**src/rtl/bram_burst_master.sv**
```systemverilog
// bram_burst_master: burst initiator for one port of a single-port BRAM with
// 1-cycle registered read latency. Read bursts stream out through a 2-entry
// buffer with valid/ready; write bursts are taken from a valid/ready stream.
module bram_burst_master #(
   parameter int DWIDTH = 8,
   parameter int WORDS  = 4096,
   parameter int ADDRS  = $clog2(WORDS),
   parameter int LWIDTH = ADDRS + 1
) (
   input  logic              i_clock,
   input  logic              i_reset,
   input  logic              i_cmd_valid,
   output logic              o_cmd_ready,
   input  logic              i_cmd_write,
   input  logic [ADDRS-1:0]  i_cmd_addr,
   input  logic [LWIDTH-1:0] i_cmd_len,
   output logic              o_mem_we,
   output logic [ADDRS-1:0]  o_mem_addr,
   output logic [DWIDTH-1:0] o_mem_datai,
   input  logic [DWIDTH-1:0] i_mem_datao,
   output logic              o_rd_valid,
   input  logic              i_rd_ready,
   output logic [DWIDTH-1:0] o_rd_data,
   output logic              o_rd_last,
   input  logic              i_wr_valid,
   output logic              o_wr_ready,
   input  logic [DWIDTH-1:0] i_wr_data,
   output logic              o_done
);

   typedef enum logic [1:0] {S_IDLE, S_READ, S_WRITE} state_t;

   localparam logic [ADDRS-1:0] LAST_ADDR = ADDRS'(WORDS - 1);

   state_t                      r_state;
   logic [ADDRS-1:0]            r_addr;
   logic [LWIDTH-1:0]           r_rem;
   logic                        r_mem_we;
   logic [ADDRS-1:0]            r_mem_addr;
   logic [DWIDTH-1:0]           r_mem_datai;
   logic                        r_done;
   logic [1:0][DWIDTH-1:0]      r_fdata;
   logic [1:0]                  r_flast;
   logic [1:0]                  r_cnt;
   logic                        r_inf;
   logic                        r_inf_last;

   logic [ADDRS-1:0]            w_addr_nxt;
   logic                        w_pop;
   logic [2:0]                  w_occ;
   logic                        w_issue;
   logic                        w_wr_hs;
   logic                        w_rd_end;

   // Wrap explicitly so non-power-of-two depths work.
   assign w_addr_nxt = (r_addr == LAST_ADDR) ? '0 : r_addr + 1'b1;
   assign w_pop      = (r_cnt != 2'd0) && i_rd_ready;
   // Occupancy counts a same-cycle pop so full rate needs no bubble while the
   // buffer plus the in-flight word still never exceeds two entries.
   assign w_occ      = 3'(r_cnt) + 3'(r_inf) - 3'(w_pop);
   assign w_issue    = (r_state == S_READ) && (r_rem != '0) && (w_occ < 3'd2);
   assign w_wr_hs    = i_wr_valid && o_wr_ready;
   assign w_rd_end   = w_pop && r_flast[0];

   // During READ the live address counter drives the BRAM so that the word
   // issued this cycle is sampled at the coming edge.
   assign o_cmd_ready = (r_state == S_IDLE);
   assign o_mem_we    = r_mem_we;
   assign o_mem_addr  = (r_state == S_READ) ? r_addr : r_mem_addr;
   assign o_mem_datai = r_mem_datai;
   assign o_rd_valid  = (r_cnt != 2'd0);
   assign o_rd_data   = r_fdata[0];
   assign o_rd_last   = r_flast[0] && (r_cnt != 2'd0);
   assign o_wr_ready  = (r_state == S_WRITE) && (r_rem != '0);
   assign o_done      = r_done;

   // Control FSM with address/length counters and the write port registers.
   always_ff @(posedge i_clock or posedge i_reset) begin
      if (i_reset) begin
         r_state     <= S_IDLE;
         r_addr      <= '0;
         r_rem       <= '0;
         r_mem_we    <= 1'b0;
         r_mem_addr  <= '0;
         r_mem_datai <= '0;
         r_done      <= 1'b0;
      end else begin
         r_done   <= 1'b0;
         r_mem_we <= 1'b0;
         case (r_state)
            S_IDLE: begin
               if (i_cmd_valid) begin
                  r_addr <= i_cmd_addr;
                  r_rem  <= i_cmd_len;
                  if (i_cmd_len == '0) r_done <= 1'b1;
                  else                 r_state <= i_cmd_write ? S_WRITE : S_READ;
               end
            end
            S_READ: begin
               if (w_issue) begin
                  r_addr <= w_addr_nxt;
                  r_rem  <= r_rem - 1'b1;
               end
               if (w_rd_end) begin
                  r_state <= S_IDLE;
                  r_done  <= 1'b1;
               end
            end
            S_WRITE: begin
               if (w_wr_hs) begin
                  r_mem_we    <= 1'b1;
                  r_mem_addr  <= r_addr;
                  r_mem_datai <= i_wr_data;
                  r_addr      <= w_addr_nxt;
                  r_rem       <= r_rem - 1'b1;
               end else if ((r_rem == '0) && r_mem_we) begin
                  r_state <= S_IDLE;
                  r_done  <= 1'b1;
               end
            end
            default: r_state <= S_IDLE;
         endcase
      end
   end

   // In-flight read tracking and the 2-entry output buffer (entry 0 is head).
   always_ff @(posedge i_clock or posedge i_reset) begin
      if (i_reset) begin
         r_inf      <= 1'b0;
         r_inf_last <= 1'b0;
         r_fdata    <= '0;
         r_flast    <= '0;
         r_cnt      <= 2'd0;
      end else begin
         r_inf      <= w_issue;
         r_inf_last <= w_issue && (r_rem == LWIDTH'(1));
         case ({r_inf, w_pop})
            2'b10: begin
               r_fdata[r_cnt[0]] <= i_mem_datao;
               r_flast[r_cnt[0]] <= r_inf_last;
               r_cnt             <= r_cnt + 1'b1;
            end
            2'b01: begin
               r_fdata[0] <= r_fdata[1];
               r_flast[0] <= r_flast[1];
               r_cnt      <= r_cnt - 1'b1;
            end
            2'b11: begin
               if (r_cnt == 2'd1) begin
                  r_fdata[0] <= i_mem_datao;
                  r_flast[0] <= r_inf_last;
               end else begin
                  r_fdata[0] <= r_fdata[1];
                  r_flast[0] <= r_flast[1];
                  r_fdata[1] <= i_mem_datao;
                  r_flast[1] <= r_inf_last;
               end
            end
            default: ;
         endcase
      end
   end

endmodule

```
**config.mk**
```make
export PLATFORM = sky130hd
export DESIGN_NAME = bram_burst_master
export DESIGN_NICKNAME = d
export VERILOG_FILES = /design/src/rtl/bram_burst_master.sv
export SDC_FILE = /design/constraint.sdc
export NUM_CORES = 1
export LEC_CHECK = 0
export BUFFER_PORTS_ARGS = -buffer_cell sky130_fd_sc_hd__buf_2
export CAP_MARGIN = 5
export CORE_MARGIN = 3
export CORE_UTILIZATION = 50
export CTS_BUF_LIST = sky130_fd_sc_hd__clkbuf_2 sky130_fd_sc_hd__clkbuf_4 sky130_fd_sc_hd__clkbuf_8
export CTS_CLUSTER_DIAMETER = 50
export DETAILED_ROUTE_END_ITERATION = 8
export GPL_TIMING_DRIVEN = 0
export PLACE_DENSITY = 0.8
export REMOVE_ABC_BUFFERS = 1
export SETUP_SLACK_MARGIN = 0.3
export SLEW_MARGIN = 25
export SYNTH_ARGS = -nofsm -noshare
export SYNTH_HDL_FRONTEND = slang
export SYNTH_SLANG_ARGS = --single-unit
```
**constraint.sdc**
```tcl
create_clock -name i_clock -period 6.8 [get_ports i_clock]
set_input_delay 1.36 -clock i_clock [delete_from_list [all_inputs] [get_ports i_clock]]
set_output_delay 1.36 -clock i_clock [all_outputs]
set_load 0.1 [all_outputs]
```
==> metrics.yaml <==
critical_path:
  end_kind: "flip-flop"
  cp.buffers_inverters: 1
  worstSetupStartpointType: "input pin"
  r2r-start: "r_cnt[0]"
  worstPathRequired_ps: 7050
  cp.arrival_ps: 4450
  slowest_delay_ps: 710
  startpoint: "i_rd_ready"
  cp_cell_sequence: "buf_2, nor2b_1, ha_1, nand2b_1, fa_1, xnor2_1, a41o_1, nand2_1, o31ai_1"
  crit_fanout: 18
  cp_slowest_cell: "a41o_1"
  crit_family: "compound AO/OA/AOI/OAI gates"
  path_class: "input pin to flip-flop"
yosys:
  synth_top_cell_by_area: "dfrtp_1"
  ys_types: 56
  synth_seq_area_share_pct: 43.4
  synthArstFlopShare_pct: 100
  synthTopCellsByCount: "71 x dfrtp_1, 49 x nand2_1, 33 x a21oi_1, 29 x mux2_2, 23 x nor2_1"
  syn-cell-area_um2: 4090
  synth_edf_count: 0
  yosys_warnings: 0
  avgSynthCellArea_um2: 9.77
  synth_most_common_cell: "dfrtp_1"
  ys_ff_latch: 71
  synth.area.top_cells: "dfrtp_1 43%, mux2_2 8.0%, nand2_1 4.5%"
  netlist_instances: 419
  synth_ff_type: "dfrtp_1"
  synth_top_area_share_pct: 43.4
drt:
  first_pass_iters: 4
  drc: 0
  wl_per_cell_um: 15.6
  first_iter_violations: 184
  antenna_left: 0
  routed_wl_mm: 9.25
  vias: 3421
  vias_per_cell: 5.79
clock_network:
  numCtsBuffers: 9
  cts_resized: 0
  cts_tree: "built"
  cts-htree-levels: 3
  cts-root-buf: "clkbuf_8"
  clockBufferDepth: 2
  cts_setup_buffers: 0
  clk_pin_slew_ps: 80
  clk_latency_ps: 350
  cts_sinks: 71
  cts_hold_buf: 0
timing:
  hold_ws_ps: 471
  grt_setup_unrepaired: "false"
  max_freq_ghz: 0.238
  setup_viol_count_final: 0
  report.final.slew_viol_count: 0
  fin_crit_ps: 4200
  slew_headroom_pct: 46.0
  hold_viol: 0
  post-route-period-util_pct: 61.8
  worstMarginPinSlew_ps: 808
  tns_ps: 0
  clock_skew_ps: 10.3
grt:
  gr-usage-met1_pct: 25.5
  first_global_vias: 3138
  grt_busiest_layer: "met2"
  gr-usage-all-layers_pct: 20.3
  grt_pass1_wl_mm: 14.7
  met3_usage_pct: 3.18
  grt_max_degree: 50
  grt_overflow: 0
  antenna_found_initial: 0
  grtUsageMet2_pct: 35.5
layout:
  diodes: 0
  drive_gt1_share_pct: 29.7
  multi_input_area_um2: 2080
  syn_to_final_growth_pct: 14.3
  regArea_um2: 1780
  num-fill-cells: 681
  fin_nets: 546
placed_design:
  dp_hpwl_mm: 6.51
  portBuffers: 80
  gp_congestion: 0.827
run_status:
  outcome: "finished, final reports clean"
run:
  maxCapViolCount: 0
floorplan:
  die_height_um: 96.5
  core_area_um2: 7850
  io_pins: 81
  start_util_pct: 52.2
  rows: 32
  dieArea_um2: 9310
  die_w_um: 96.5
worst_hold_path:
  hold_path_class: "flip-flop to flip-flop"
  holdCritStartpoint: "r_fdata[10]"
per-layer routing:
layer / share of wire (%) / vias up
li1: - / 1645
met5: 0 / -
met2: 50 / 97
met1: 44 / 1667
met4: 1.5 / 0
met3: 5.0 / 12
path summary, 6_finish.rpt:
check                                      end  slack (ps)  cells past startpoint
max in group asynchronous            r_rem[12]        5220                      3
worst max register to register        r_rem[0]        2860                     10
worst min register to register     r_fdata[10]         470                      2
min in group asynchronous       o_mem_datai[3]        1020                      2
worst min-delay path               r_fdata[10]         470                      2
worst max-delay path                  r_rem[0]        2600                      9
registers in the layout (all words and copies together), names as in the netlist:
| name | flops |
|---|---|
| o_mem_datai | 8 |
| o_mem_we | 1 |
| r_fdata | 8 |
| r_addr | 12 |
| o_rd_data | 8 |
| r_state | 2 |
| r_inf | 1 |
| r_cnt | 2 |
| r_flast | 2 |
| r_rem | 13 |
| r_mem_addr | 12 |
| o_done | 1 |
| r_inf_last | 1 |
layout by cell type, fill, tap and decap left out, types with 2 or more instances in the layout:
cell type    n
o32ai_1      2
nor2_1      23
nor2b_1      5
a21oi_1     33
nand2_1     49
buf_2       80
nor3_1       7
and3_1       2
nand4_1      4
clkinvlp_4   3
o2bb2ai_1    4
o21ai_0     19
o22ai_1      8
mux2_4       2
nand4b_1     2
inv_1       19
nor4_1       3
mux2i_1      4
nor4b_1      3
ha_1        13
o31ai_1      6
nand3_1     20
a31oi_1     15
nand2b_1     4
mux2_2      29
dfrtp_1     71
clkbuf_8    10
nor3_4       2
a22oi_1      9
mux2_1       3
xnor2_1      3
and4_1       2
stage by stage:
step	utilization (%)	cells	area, um2	setup slack, ps
finish	59.6	591	4680	2600
global placement	56.7	573	4450	2320
floorplan	-	391	3920	2950
CTS	59.6	591	4680	2620
detailed placement	57.3	575	4500	2280
global route	59.6	591	4680	2380
logic make-up (layout without fill, tap and decap cells):
| kind of cell | after synthesis | count (layout) | share of synthesized area [%] |
|---|---|---|---|
| adders and majority gates | 15 | 15 | 4.77 |
| AOI/OAI and AO/OA | 109 | 109 | 17.5 |
| buffers and inverters | 48 | 118 | 6.08 |
| xor gates and xnor gates | 3 | 3 | 0.642 |
| muxes | 38 | 38 | 10.5 |
| DFF | 71 | 71 | 43.4 |
| and+or+nand+nor | 135 | 135 | 17.1 |
worst reg2reg max path, stage by stage, from the launching register on:
cell      delay, ps
dfrtp_1         500
inv_1           100
ha_1            240
nor2b_1         330
ha_1            350
nand2b_1        170
fa_1            390
xnor2_1         370
a41o_1          710
nand2_1         390
o31ai_1         310
final cells by class:
cell class	instances	area share [%]
multi-input combinational	300	44.5
sequential	71	38.0
timing repair buffer	82	9.22
clock buffer	10	2.94
tap	102	2.73
inverter	20	1.66
clock inverter	6	0.962
Power is left out: the tool's default activity adds up to more than one toggle a clock period on the data nets, which glitch-free logic cannot reach.
